### src/rtl/avaliador_rodada.sv
// Round sequencer and judge: walks the round ROM, drives LEDs/servo preset,
// collects a character or sensor answer per round and keeps the hit score.
module avaliador_rodada #(
    parameter int N_RODADAS      = 8,
    parameter int TIMEOUT_CICLOS = 250000000
) (
    input  logic        clock,
    input  logic        reset_n,
    input  logic        iniciar,
    input  logic [59:0] dado_rom,
    output logic [2:0]  endereco,
    input  logic [6:0]  rx_dado,
    input  logic        rx_pronto,
    input  logic [11:0] medida,
    input  logic        medida_pronto,
    output logic [3:0]  leds,
    output logic [1:0]  pos_servo,
    output logic        carrega_servo,
    output logic        habilita_sensor,
    output logic        acerto,
    output logic        erro,
    output logic [3:0]  acertos,
    output logic        fim,
    output logic [2:0]  estado_db
);

    localparam logic [2:0] OCIOSO    = 3'd0;
    localparam logic [2:0] CARREGA   = 3'd1;
    localparam logic [2:0] AGUARDA   = 3'd2;
    localparam logic [2:0] AVALIA    = 3'd3;
    localparam logic [2:0] RESULTADO = 3'd4;
    localparam logic [2:0] PROXIMA   = 3'd5;
    localparam logic [2:0] FIM       = 3'd6;

    localparam logic [1:0] OP_SENSOR  = 2'b11;
    localparam logic [6:0] CHAR_FECHA = 7'b0100011;
    localparam logic [2:0] ULTIMA     = 3'(N_RODADAS - 1);

    // T-1 always fits in clog2(T) bits, which is all the timer ever has to reach.
    localparam int         TW         = (TIMEOUT_CICLOS > 2) ? $clog2(TIMEOUT_CICLOS) : 1;
    localparam logic [TW-1:0] TIMER_FIM = TW'(TIMEOUT_CICLOS - 1);

    logic [2:0]    estado;
    logic [1:0]    opcode;
    logic [3:0]    leds_r;
    logic [11:0]   lim_inf;
    logic [11:0]   lim_sup;
    logic [27:0]   esperado;
    logic [27:0]   buffer;
    logic [TW-1:0] timer;
    logic          marcado;
    logic          esgotado;

    logic rodada_char;
    logic evento_char;
    logic leitura_ok;
    logic estourou;
    logic acertou;

    assign rodada_char = (opcode != OP_SENSOR);
    assign evento_char = rodada_char && rx_pronto && (rx_dado == CHAR_FECHA);
    assign leitura_ok  = !rodada_char && medida_pronto &&
                         (medida >= lim_inf) && (medida <= lim_sup);
    assign estourou    = (timer == TIMER_FIM);
    // A timed-out character round is a miss even if the buffer happens to match.
    assign acertou     = rodada_char ? ((buffer == esperado) && !esgotado) : marcado;

    assign leds            = ((estado >= CARREGA) && (estado <= PROXIMA)) ? leds_r : 4'd0;
    assign habilita_sensor = (estado == AGUARDA) && (opcode == OP_SENSOR);
    assign estado_db       = estado;

    // NOTE: all state here is flop-based and updated with <= so every branch sees
    // the pre-edge values; the round fields are cleared on reset like any other flop.
    always_ff @(posedge clock or negedge reset_n) begin
        if (!reset_n) begin
            estado        <= OCIOSO;
            endereco      <= 3'd0;
            opcode        <= 2'd0;
            leds_r        <= 4'd0;
            lim_inf       <= 12'd0;
            lim_sup       <= 12'd0;
            esperado      <= 28'd0;
            buffer        <= 28'd0;
            timer         <= '0;
            marcado       <= 1'b0;
            esgotado      <= 1'b0;
            pos_servo     <= 2'd0;
            carrega_servo <= 1'b0;
            acerto        <= 1'b0;
            erro          <= 1'b0;
            acertos       <= 4'd0;
            fim           <= 1'b0;
        end else begin
            carrega_servo <= 1'b0;
            acerto        <= 1'b0;
            erro          <= 1'b0;

            case (estado)
                OCIOSO: begin
                    endereco <= 3'd0;
                    if (iniciar) begin
                        acertos <= 4'd0;
                        estado  <= CARREGA;
                    end
                end

                CARREGA: begin
                    opcode   <= dado_rom[59:58];
                    leds_r   <= dado_rom[57:54];
                    lim_inf  <= dado_rom[51:40];
                    lim_sup  <= dado_rom[39:28];
                    esperado <= dado_rom[27:0];
                    buffer   <= 28'd0;
                    timer    <= '0;
                    marcado  <= 1'b0;
                    esgotado <= 1'b0;
                    if ((dado_rom[59:58] == 2'b01) || (dado_rom[59:58] == 2'b10)) begin
                        pos_servo     <= dado_rom[53:52];
                        carrega_servo <= 1'b1;
                    end
                    estado <= AGUARDA;
                end

                AGUARDA: begin
                    timer <= timer + 1'b1;
                    if (rodada_char && rx_pronto)
                        buffer <= {buffer[20:0], rx_dado};
                    // Terminating events take priority over the timeout in the same cycle.
                    if (evento_char) begin
                        estado <= AVALIA;
                    end else if (leitura_ok) begin
                        marcado <= 1'b1;
                        estado  <= AVALIA;
                    end else if (estourou) begin
                        esgotado <= 1'b1;
                        estado   <= AVALIA;
                    end
                end

                AVALIA: begin
                    if (acertou) begin
                        acerto <= 1'b1;
                        if (acertos != 4'd15)
                            acertos <= acertos + 1'b1;
                    end else begin
                        erro <= 1'b1;
                    end
                    estado <= RESULTADO;
                end

                RESULTADO: estado <= PROXIMA;

                PROXIMA: begin
                    if (endereco == ULTIMA) begin
                        fim    <= 1'b1;
                        estado <= FIM;
                    end else begin
                        endereco <= endereco + 1'b1;
                        estado   <= CARREGA;
                    end
                end

                FIM: begin
                    if (iniciar) begin
                        fim      <= 1'b0;
                        endereco <= 3'd0;
                        acertos  <= 4'd0;
                        estado   <= CARREGA;
                    end
                end

                default: estado <= OCIOSO;
            endcase
        end
    end

endmodule

### config.mk
export PLATFORM = sky130hd
export DESIGN_NAME = avaliador_rodada
export DESIGN_NICKNAME = d
export VERILOG_FILES = /design/src/rtl/avaliador_rodada.sv
export SDC_FILE = /design/constraint.sdc
export NUM_CORES = 1
export LEC_CHECK = 0
export CORE_MARGIN = 2
export CORE_UTILIZATION = 40
export CTS_CLUSTER_DIAMETER = 30
export DETAILED_ROUTE_END_ITERATION = 8
export PLACE_DENSITY_LB_ADDON = 0.3
export SKIP_CTS_REPAIR_TIMING = 1
export SYNTH_ARGS = -nofsm -noshare
export SYNTH_HDL_FRONTEND = slang
export SYNTH_SLANG_ARGS = --single-unit
### constraint.sdc
create_clock -name clock -period 2.2 [get_ports clock]
set_input_delay 0.44 -clock clock [delete_from_list [all_inputs] [get_ports clock]]
set_output_delay 0.44 -clock clock [all_outputs]
set_load 0.03 [all_outputs]
* After elaboration in Yosys (flattened, before gate mapping)
Cells that the tools add are included.
** Cells by class
- Add/sub/neg operators :: 3
- $lt $le $gt $ge :: 4
- Equal/unequal tests :: 27
- Mux-type cells :: 34
- Reductions and logical operators :: 25
** Operator list (number)
- $pmux 28 s2 :: 2
- $add 28x1->28 const B :: 1
- $eq 28x28->1 :: 1
- $eq 28x28->1 const B :: 1
- $mux 28 :: 1
- $ne 2x2->1 const B :: 11
- $mux 3 :: 7
- $pmux 3 s6 :: 1
- $mux 4 :: 4
- $mux 1 :: 14
- $eq 3x3->1 const B :: 4
- $ge 12x12->1 :: 1
- $le 12x12->1 :: 1
- $pmux 3 s3 :: 1
- $reduce_and 3->1 :: 3
- $logic_and 1x1->1 :: 8
- $ne 4x4->1 const B :: 2
- $pmux 4 s2 :: 1
- $reduce_and 4->1 :: 2
- $eq 7x6->1 const B :: 1
- $eq 3x2->1 const B :: 2
- $pmux 1 s2 :: 3
- $reduce_and 2->1 :: 3
- $reduce_bool 2->1 :: 3
- 13 further kinds :: 15
** Storage, ports and cells
- Flip-flop bits (word level) :: 132

* Depth between registers and ports, before layout
- Depth in word-level cells :: 8
- Depth in mapped cells :: 8
- Gate-level depth less buffers :: 8

* Least setup slack after synthesis
No wires, ideal clock.
- Path type :: reg-to-output
- From :: register estado[1], in the netlist estado_db[1]
- To :: output port habilita_sensor
- Arrival time :: 1.620 ns
- Setup slack :: 0.140 ns
- Stages on the path, launching flop included :: 4
- Buffers on the path :: 1
- Cell sequence :: dfrtp_1 > or3b_1 > clkbuf_1 > nor2_1
** On the way
- Longest elaborated chain between the ends :: 2
** RTL lines
- from (decl) :: RTL line 43 : logic [2:0] estado;
- from (signal assigned) :: RTL line 76 : estado <= OCIOSO;
- from (signal assigned) :: RTL line 103 : estado <= CARREGA;
- from (signal assigned) :: RTL line 121 : estado <= AGUARDA;
- $eq 3x2->1 :: RTL line 69 : assign habilita_sensor = (estado == AGUARDA) && (opcode == OP_SENSOR);
- $logic_and 1x1->1 :: RTL line 69
- to (decl) :: RTL line 19 : output logic habilita_sensor,
Every way passes these cells.

* Final worst setup path
- From :: register estado[1], in the netlist estado_db[1]
- To :: output port estado_db[1]
** RTL lines
- to (decl) :: RTL line 24 : output logic [2:0] estado_db
No word-level cell between the ends.

==> results.ini <==
[run_status]
run_status = finished clean

[timing]
fin_crit_ns = 2.12
tightest_slew_ns = 0.490
setup-tns-final_ns = 0
max_freq_mhz = 471
fin_skew_ns = 0.00717
max_slew_margin_pct = 67.2
rsz0062_at_grt = no
hold_viol_final = 0
setup_violations = 0
fin_ws_ns = 0.0784
slew_viol_final = 0
period_share_pct = 96.4

[power_and_ir_drop]
leakagePower_nw = 3.85
peakVddDrop_uv = 733
power.density_nw_per_um2 = 1200
total_power_mw = 10.3

[placed_design]
dp_slack_ns = -0.354
gp_congestion = 0.803
hpwl_mm = 10.8
portBuffers = 104

[clocking]
cts.clk_slew.worst_paths_ns = 0.06
cts_buffers = 17
clock_path_buffers = 2
clkLatencyLatePin_ns = 0.42
cts_tree = yes
htree_num_levels = 4
cts-root-buf = clkbuf_16
numClockSinks = 132

[worst_setup_path]
critPathLaunchType = flop
r2r_slack_ns = 0.19
cp_data_required_time_ns = 1.76
crit_fanout = 14
worstSetupPathType = flop to primary output
crit_path_end_kind = primary output
worstReg2RegStart = esperado[22]$_DFFE_PN0P_
reg2reg_depth = 8
reg2reg_to = acertos[3]$_DFFE_PN0P_
crit_arrival_ns = 1.68

[floorplanning]
fp.dieArea_um2 = 17400
initial_core_util_pct = 41.1
core_um2 = 15900
die_h_um = 132
fp.dieW_um = 132
fp-row-count = 46
ios = 105

[logic_synthesis]
yosysTopAreaCellShare_pct = 50.4
async_reset_ff_share_pct = 100
ys.flop_type = dfrtp_1
synthCells = 720
ys_ff_latch = 132
synth.distinct_cells = 57
yosysSeqAreaShare_pct = 50.4
syn_nets = 832
syn_avg_cell_area_um2 = 9.10
synth-edff-count = 0
ys_warn_count = 0
synth.area.top_cells = dfrtp_1 (50%), nand2_1 (14%), o21ai_0 (5.5%), ha_1 (5.3%), xnor2_1 (3.9%)
synth_top_cell_by_area = dfrtp_1
syn-cell-area_um2 = 6560

[drt]
wl_mm = 14.8
vias = 5276
ant_nets = 0
drtPass1Iterations = 4
viasPerCell = 4.94
route.detailed.drc = 0
post_drt_wl_per_cell_um = 13.9
drt_iter0_markers = 312

[finish]
antennaDiodeCount = 0
fill_cells = 1489
fin_util_pct = 53.9
layout_commonest_cell = nand2_1
final_layout_size_suffix_gt1_share_pct = 9.27
nets = 952
syn_to_final_growth_pct = 31.2
mostFrequentLayoutCells = nand2_1 (235), dfrtp_1 (132), clkdlybuf4s50_1 (97)

[grt]
grt_max_degree = 61
antenna_found_initial = 0
grt_overflow = 0
grt_pass1_vias = 5121
grt_pass1_wl_mm = 25.3
grt_util_all_layers_pct = 17.9

[hold_path]
hold_class = primary input to asynchronous set/reset pin

[job]
maxCapViolations = 0

registers in the layout, summed over array words and instances, names as in the netlist, 3 cells and up:
register	count
buffer	28
esperado	28
timer	28
lim_inf	12
lim_sup	12
acertos	4
leds_r	4
endereco	3
estado_db	3
cells in the mapped netlist, types with 6 or more instances:
cell,number
mux2i_1,10
buf_1,8
a21oi_1,12
o21ai_0,72
ha_1,28
and3_1,6
nand4_1,17
nor2b_1,6
nand2_1,236
nor3_1,8
dfrtp_1,132
inv_1,25
xnor2_1,29
o211ai_1,7
nand3_1,20
o31ai_1,11
nor2_1,18
clkbuf_1,16
per-layer routing:
metal	wire, um	vias to the layer above	part of all wire (%)	track usage (%)
li1	-	2681	-	-
met1	7450	2487	50	26.0
met2	6630	93	45	26.4
met3	627	15	4.2	4.42
met4	142	0	0.96	5.31
met5	0	-	0	0
where the power goes:
part	switching (mW)	internal, mW	total, mW
clock	1.03	1.89	2.93
combinational	2.16	1.55	3.70
sequential	0.473	3.18	3.66
total	3.67	6.62	10.3
kinds of logic (layout without fill, tap and decap cells):
kind of cell | after synthesis | in the layout | share of synthesized area (%)
buffers and inverters | 54 | 186 | 3.45
multiplexers | 11 | 11 | 1.70
XOR/XNOR | 30 | 30 | 4.01
AND/OR/NAND/NOR | 342 | 342 | 23.9
adder cells (fa/ha/maj) | 28 | 28 | 5.34
flip-flops | 132 | 132 | 50.4
AO/OA/AOI/OAI | 123 | 123 | 11.2
layout make-up:
cell class | instances | area (um^2) | area share [%]
well taps | 216 | 270 | 3.14
inverters | 25 | 93.8 | 1.09
flip-flops and latches | 132 | 3300 | 38.4
repair buffers | 130 | 1260 | 14.7
clock buffers | 23 | 488 | 5.68
clock inverters | 8 | 124 | 1.44
multi-input cells | 534 | 3050 | 35.5
worst max-delay path, stage by stage, from the launching register on:
cell and delay (ns):
dfrtp_1 0.35, buf_4 0.21, clkdlybuf4s50_1 0.70
metrics by stage:
stage	instances	instance area, um^2	hold slack [ns]
after detailed placement	1036	7950	0.283
final	1068	8600	0.397
after global routing	1068	8600	0.405
after floorplan	720	6560	0.144
after CTS	1067	8560	-0.164
after global placement	1036	7950	0.281
how the worst max path moves through the flow:
stage / startpoint / to / cells after the start
final: estado_db[1]$_DFFE_PN0P_ / estado_db[1] / 2
after global routing: medida[1] / estado_db[0]$_DFFE_PN0P_ / 8
after CTS: estado_db[0]$_DFFE_PN0P_ / estado_db[0] / 2
after detailed placement: medida[1] / estado_db[0]$_DFFE_PN0P_ / 8
after global placement: medida[1] / estado_db[0]$_DFFE_PN0P_ / 8
after floorplan: estado_db[1]$_DFFE_PN0P_ / habilita_sensor / 3
Power figures use the tool's default switching activity.
